### src/rtl/add_num_operand_fetch.sv
// rtl/add_num_operand_fetch.sv - CCI-P c0 single-line operand fetch for the add-two-numbers AFU
module add_num_operand_fetch #(
    parameter int OP_W           = 8,
    parameter int A_LSB          = 8,
    parameter int B_LSB          = 16,
    parameter int TIMEOUT_CYCLES = 4096
) (
    input  logic            clk,
    input  logic            reset,
    input  logic            start,
    input  logic [41:0]     start_addr,
    output logic            busy,
    output logic            c0_req_valid,
    output logic [41:0]     c0_req_addr,
    output logic [15:0]     c0_req_mdata,
    input  logic            c0_tx_alm_full,
    input  logic            c0_rsp_valid,
    input  logic [15:0]     c0_rsp_mdata,
    input  logic [511:0]    c0_rsp_data,
    output logic            op_valid,
    input  logic            op_ready,
    output logic [OP_W-1:0] op_a,
    output logic [OP_W-1:0] op_b,
    output logic            err_timeout
);

    localparam logic [1:0] S_IDLE = 2'd0;
    localparam logic [1:0] S_REQ  = 2'd1;
    localparam logic [1:0] S_WAIT = 2'd2;
    localparam logic [1:0] S_OUT  = 2'd3;

    localparam logic [15:0] TO_LAST = 16'(TIMEOUT_CYCLES - 1);

    logic [1:0]  state;
    logic [1:0]  state_next;
    logic [41:0] addr;
    logic [15:0] tag;
    logic [15:0] to_cnt;
    logic        rsp_match;
    logic        to_hit;
    logic        issue;

    // Only the operand slices of the line are consumed.
    logic unused_rsp_bits;
    assign unused_rsp_bits = ^c0_rsp_data;

    // A stale response from a timed-out request carries an older tag and never matches.
    assign rsp_match = c0_rsp_valid && (c0_rsp_mdata == tag);
    assign to_hit    = (to_cnt == TO_LAST);
    assign issue     = (state == S_REQ) && !c0_tx_alm_full;

    always_comb begin
        state_next = state;
        case (state)
            S_IDLE: if (start) state_next = S_REQ;
            S_REQ:  if (!c0_tx_alm_full) state_next = S_WAIT;
            S_WAIT: begin
                if (rsp_match) state_next = S_OUT;
                else if (to_hit) state_next = S_IDLE;
            end
            S_OUT:  if (op_ready) state_next = S_IDLE;
            default: state_next = S_IDLE;
        endcase
    end

    // Outputs are registered from the next state so they line up with the state register.
    always_ff @(posedge clk) begin
        if (reset) begin
            state        <= S_IDLE;
            addr         <= '0;
            tag          <= '0;
            to_cnt       <= '0;
            busy         <= 1'b0;
            c0_req_valid <= 1'b0;
            c0_req_addr  <= '0;
            c0_req_mdata <= '0;
            op_valid     <= 1'b0;
            op_a         <= '0;
            op_b         <= '0;
            err_timeout  <= 1'b0;
        end else begin
            state        <= state_next;
            busy         <= (state_next != S_IDLE);
            op_valid     <= (state_next == S_OUT);
            c0_req_valid <= issue;
            err_timeout  <= (state == S_WAIT) && !rsp_match && to_hit;

            if (state == S_IDLE && start) begin
                addr <= start_addr;
            end

            if (issue) begin
                c0_req_addr  <= addr;
                c0_req_mdata <= tag;
                to_cnt       <= '0;
            end

            // Response wins over a timeout landing in the same cycle.
            if (state == S_WAIT) begin
                if (rsp_match) begin
                    op_a <= c0_rsp_data[A_LSB +: OP_W];
                    op_b <= c0_rsp_data[B_LSB +: OP_W];
                    tag  <= tag + 16'd1;
                end else if (to_hit) begin
                    tag  <= tag + 16'd1;
                end else begin
                    to_cnt <= to_cnt + 16'd1;
                end
            end
        end
    end

endmodule
### config.mk
export PLATFORM = sky130hd
export DESIGN_NAME = add_num_operand_fetch
export DESIGN_NICKNAME = d
export VERILOG_FILES = /design/src/rtl/add_num_operand_fetch.sv
export SDC_FILE = /design/constraint.sdc
export NUM_CORES = 1
export LEC_CHECK = 0
export CAP_MARGIN = 15
export CELL_PAD_IN_SITES_DETAIL_PLACEMENT = 0
export CELL_PAD_IN_SITES_GLOBAL_PLACEMENT = 1
export CORE_AREA = 2 2 253 255
export DETAILED_ROUTE_END_ITERATION = 12
export DIE_AREA = 0 0 255 257
export GPL_TIMING_DRIVEN = 0
export PLACE_DENSITY_LB_ADDON = 0.25
export SLEW_MARGIN = 25
export SYNTH_ARGS = -nofsm -noshare
export SYNTH_HDL_FRONTEND = slang
export SYNTH_SLANG_ARGS = --single-unit
### constraint.sdc
create_clock -name clk -period 3.2 [get_ports clk]
set_clock_uncertainty 0.2 [all_clocks]
set_input_delay 0.64 -clock clk [delete_from_list [all_inputs] [get_ports clk]]
set_output_delay 0.64 -clock clk [all_outputs]
set_load 0.05 [all_outputs]
* After elaboration in Yosys (flattened, before gate mapping) *
Index checks and enable logic that the tools add are counted.

word-level totals
  register bits after elaboration = 154
  output and inout bits = 78

cells by class
  add/sub/neg operators = 2
  equal/unequal tests = 6
  mux-type cells = 12
  reduce and logical (&&, ||, !) cells = 12

operators with widths
  cell                                                   number
  2-to-1 mux 16 bit                                      6
  adder 16 x 1 -> 16 bit, second input constant          2
  equality test 16 x 12 -> 1 bit, second input constant  1
  equality test 16 bit                                   1
  2-to-1 mux 2 bit                                       5
  one-hot mux 2 bit (4 select lines)                     1
  equality test 2 bit, second input constant             3
  logical AND 1 bit                                      5
  AND reduction 2 bit                                    2
  nonzero test 2 bit                                     2
  equality test 2 x 1 -> 1 bit, second input constant    1
  zero test 1 bit                                        2
  zero test 2 bit                                        1

* Depth between registers and ports, before layout *
  depth in word-level cells = 6
  gate-level depth with buffers = 9

* Worst setup path before layout *
No wires, ideal clock.

  path kind = input port to flip-flop
  from = in c0_rsp_mdata[5]
  to = reg op_a[0]
  arrival time = 2542 ps
  required time = 2872 ps
  slack = 330 ps
  stages = 8
  path buffers = 2
  path through = xor2_1 > or4_4 > or4_4 > nor3_2 > buf_4 > buf_12 > mux2i_1 > nor2_1

between the ends
  longest elaborated chain between the ends = 3

RTL lines
  element                        RTL line  source
  from (decl)                    18        input logic [15:0] c0_rsp_mdata,
  equality test 16 bit           48        assign rsp_match = c0_rsp_valid && (c0_rsp_mdata == tag);
  logical AND 1 bit              48
  AND reduction 2 bit (no line)  -
  to (signal assigned)           101       op_a <= c0_rsp_data[A_LSB +: OP_W];
  to (decl)                      22        output logic [OP_W-1:0] op_a,

Every way passes these cells.
A chain may end at the register's enable or synchronous reset.

* Worst setup path in the final report *
  from = in c0_rsp_mdata[11]
  to = reg tag[4]

between the ends
  longest elaborated chain between the ends = 4
  elaborated cells on any way between the ends = 5

RTL lines
  element                        RTL line  source
  equality test 16 bit *         48
  logical AND 1 bit *            48
  nonzero test 2 bit (no line)   -
  AND reduction 2 bit (no line)  -
  to (signal assigned)           103       tag <= tag + 16'd1;
  to (signal assigned)           105       tag <= tag + 16'd1;
  to (decl)                      37        logic [15:0] tag;

Mark *: on every way between the ends. The rest lies on a longest branch, timed or not.

==> metrics.txt <==
Syn Std Cell Area=about 6200 um^2; Ys Warns=0; clk root buf=clkbuf_16; critical path required time=roughly 3.3 ns; top routing layer in use=met5; Max Slew Vio Count=0; Synth top area share=0.497; CP Launch Type=input port; cells after synthesis=761; Overall Global Routing Usage=0.0865; Worst-Margin Slew=between 0.8 and 0.9 ns; run status=finished clean; WL final=27800 um; share of cells above drive strength 1=0.0620; synthesized flop and latch total=154; post-synth top area cell=dfxtp_1; CTS Sinks=154; count of flip-flops with a built-in enable after synthesis=0; CTS clk-pin slew, worst paths=around 0.07 ns; Worst Path Arrival=3.21 ns; placed insts=around 1800; RePlAce Congestion=approximately 0.71; std cell rows=just over 90; I/O Buffers=157; Yosys cell types=50; HPWL Detailed=between 20000 and 25000 um; max_cap viols=0; Hold Vio Cnt, Final=0; worst skew pair latency=roughly 0.45 ns; CP Max Fanout=10; Met1 Routed Length=11800 um; Mapped Nets=roughly 1300; WS Path Type=input port to flop; top post-synthesis cells by area=dfxtp_1 50%, nand2_1 13%, a21oi_1 9.8%; met3 routed WL=2020 um; CTS H-tree depth=4; P_int=0.00347 W; Main synth FF type=dfxtp_1; fin nets=roughly 1500; GRT overflow=0; first-pass GRT wire length=~40000 um; Syn Area/Cell=8.16 um^2; switching power=0.00119 W; DR WL/cell=between 15 and 20 um; CP max stage delay=about 0.55 ns; Period Utilization, post-route=0.968; Leakage=a little under 3 nW; Via Count=between 5000 and 6000; Post-synth top cells=222 x nand2_1, 154 x dfxtp_1, 122 x a21oi_1, 48 x clkbuf_1, 29 x nand3_1; Slew HR=0.411; Final setup viols=0; cells along the critical path=clkdlybuf4s50_1 -> xor2_1 -> or4_4 -> nor4_4 -> buf_4 -> a21oi_2 -> buf_6 -> clkbuf_1 -> o31ai_1 -> a21oi_1; DR vias/cell=roughly 3.3; most frequent cell after synthesis=nand2_1; initial core utilization=0.0990; P&R area growth vs syn=53.4%; Clk pwr share=0.480; I/O pin count=approximately 650; Comb power frac=0.092; initial antenna violation count=6; vias in the first global route=approximately 6000; ys async rst share=0; TritonRoute pass-1 iters=4; min Tclk post-route=slightly above 3 ns; CTS Buf Count=17; CP max stage cell=or4_4; post-route ant nets=0; hold_buf cts=0; Worst VDD drop=0.282 mV; Sequential Power Share=0.427; setup TNS=0 ns; power per cell area=489 nW/um^2; DR iter-0 viols=around 270; sw frac=0.256; CTS Buffer Depth=2; critical path endpoint category=flop; Area after DPL=8870 um^2; sequential share of the synthesized area=0.497; Buf+Inv Stages, Crit Path=4; Fmax=roughly 320 MHz; final core occ=0.152; DRC Markers=0; Final Cell Area=roughly 9500 um^2; CTS tree=done; Worst Hold Margin=~0.25 ns; Die Ht=about 260 um; HP Class=flop to flop; CP top delay family=buffers and inverters; Die X=~260 um; CORE AREA=62700 um^2; met2 WL=~14000 um; die area=65500 um^2; Non-Filler Instances=about 1800; RSZ-0062 raised after global routing=no; largest net degree at the start of global routing=17
-- layout by cell type, fill, tap and decap left out, types with 7 or more instances in the layout --
| cell | count |
|---|---|
| nor2b_1 | 7 |
| xnor2_1 | 10 |
| nand2_1 | 222 |
| dfxtp_1 | 154 |
| o21ai_0 | 7 |
| clkbuf_16 | 17 |
| clkbuf_1 | 49 |
| nand3_1 | 29 |
| or4_1 | 11 |
| o31ai_1 | 9 |
| a31oi_1 | 7 |
| a21oi_1 | 121 |
| xor2_1 | 9 |
| mux2i_1 | 17 |
| clkdlybuf4s50_1 | 157 |
| nor2_1 | 26 |
| or3_1 | 8 |
-- worst min-delay path, delay by kind of cell (launching register included) --
family,cells,cell delay [ns]
and+or+nand+nor,1,0.05
AOI/OAI and AO/OA,1,0.05
DFF,1,0.31
-- cell type report --
| class | instances | area, um^2 |
|---|---|---|
| timing repair buffer | 160 | 1600 |
| sequential | 154 | 3080 |
| multi-input combinational | 550 | 2900 |
| fill | 7163 | 53200 |
| tap | 846 | 1060 |
| inverter | 2 | 7.51 |
| clock inverter | 12 | 185 |
| buffer | 55 | 244 |
| clock buffer | 19 | 443 |
| antenna | 1 | 2.50 |
-- timing repair --
item | CTS | global route
endpoints found under the setup margin | 0 | 20
setup buffers | 0 | 1
resized for setup | 0 | 5
-- worst paths after layout --
| check | start | endpoint | slack, ns | depth (start not counted) |
|---|---|---|---|---|
| worst min register to register | addr[24]$_SDFFE_PP0P_ | c0_req_addr[24]$_SDFFE_PP0P_ | 0.25 | 2 |
| worst min-delay path | addr[24]$_SDFFE_PP0P_ | c0_req_addr[24]$_SDFFE_PP0P_ | 0.25 | 2 |
| worst max register to register | tag[3]$_SDFFE_PP0P_ | tag[15]$_SDFFE_PP0P_ | 0.25 | 7 |
| worst max-delay path | c0_rsp_mdata[11] | tag[4]$_SDFFE_PP0P_ | 0.10 | 10 |
-- cell families after synthesis --
kind of cell | after synthesis | share of synthesized area
and+or+nand+nor | 346 | 0.253
AOI/OAI and AO/OA | 162 | 0.145
DFF | 154 | 0.497
buffers and inverters | 57 | 0.0399
muxes | 21 | 0.0347
xor gates and xnor gates | 19 | 0.0268
adders and majority gates | 2 | 0.00403
-- state kept, by name (all words and copies together) (netlist names) --
register,count
to_cnt,16
op_valid,1
state,2
err_timeout,1
op_b,8
c0_req_addr,42
c0_req_valid,1
op_a,8
busy,1
c0_req_mdata,16
tag,16
addr,42
-- metrics by stage --
step                total power (W)  setup WS (ns)
global placement            0.00248         -0.740
finish                      0.00466          0.101
global route                0.00487         0.0199
detailed placement          0.00248         -0.419
CTS                         0.00478         0.0319
floorplan                   0.00224          0.330
-- layer usage --
metal	track usage	vias to the layer above
met5	0	-
met4	0.0151	12
met3	0.0378	23
met2	0.148	116
met1	0.0998	2798
li1	-	2966
-- power by group through the flow --
| stage | sequential (W) | clock (W) | combinational [W] |
|---|---|---|---|
| after floorplan | 0.00206 | 0 | 0.000173 |
| after global placement | 0.00203 | 0 | 0.000442 |
| after detailed placement | 0.00204 | 0 | 0.000446 |
| after CTS | 0.00199 | 0.00234 | 0.000448 |
| after global routing | 0.00200 | 0.00240 | 0.000478 |
| final | 0.00199 | 0.00224 | 0.000431 |
Note: power is estimated with default switching activity, not from simulation.
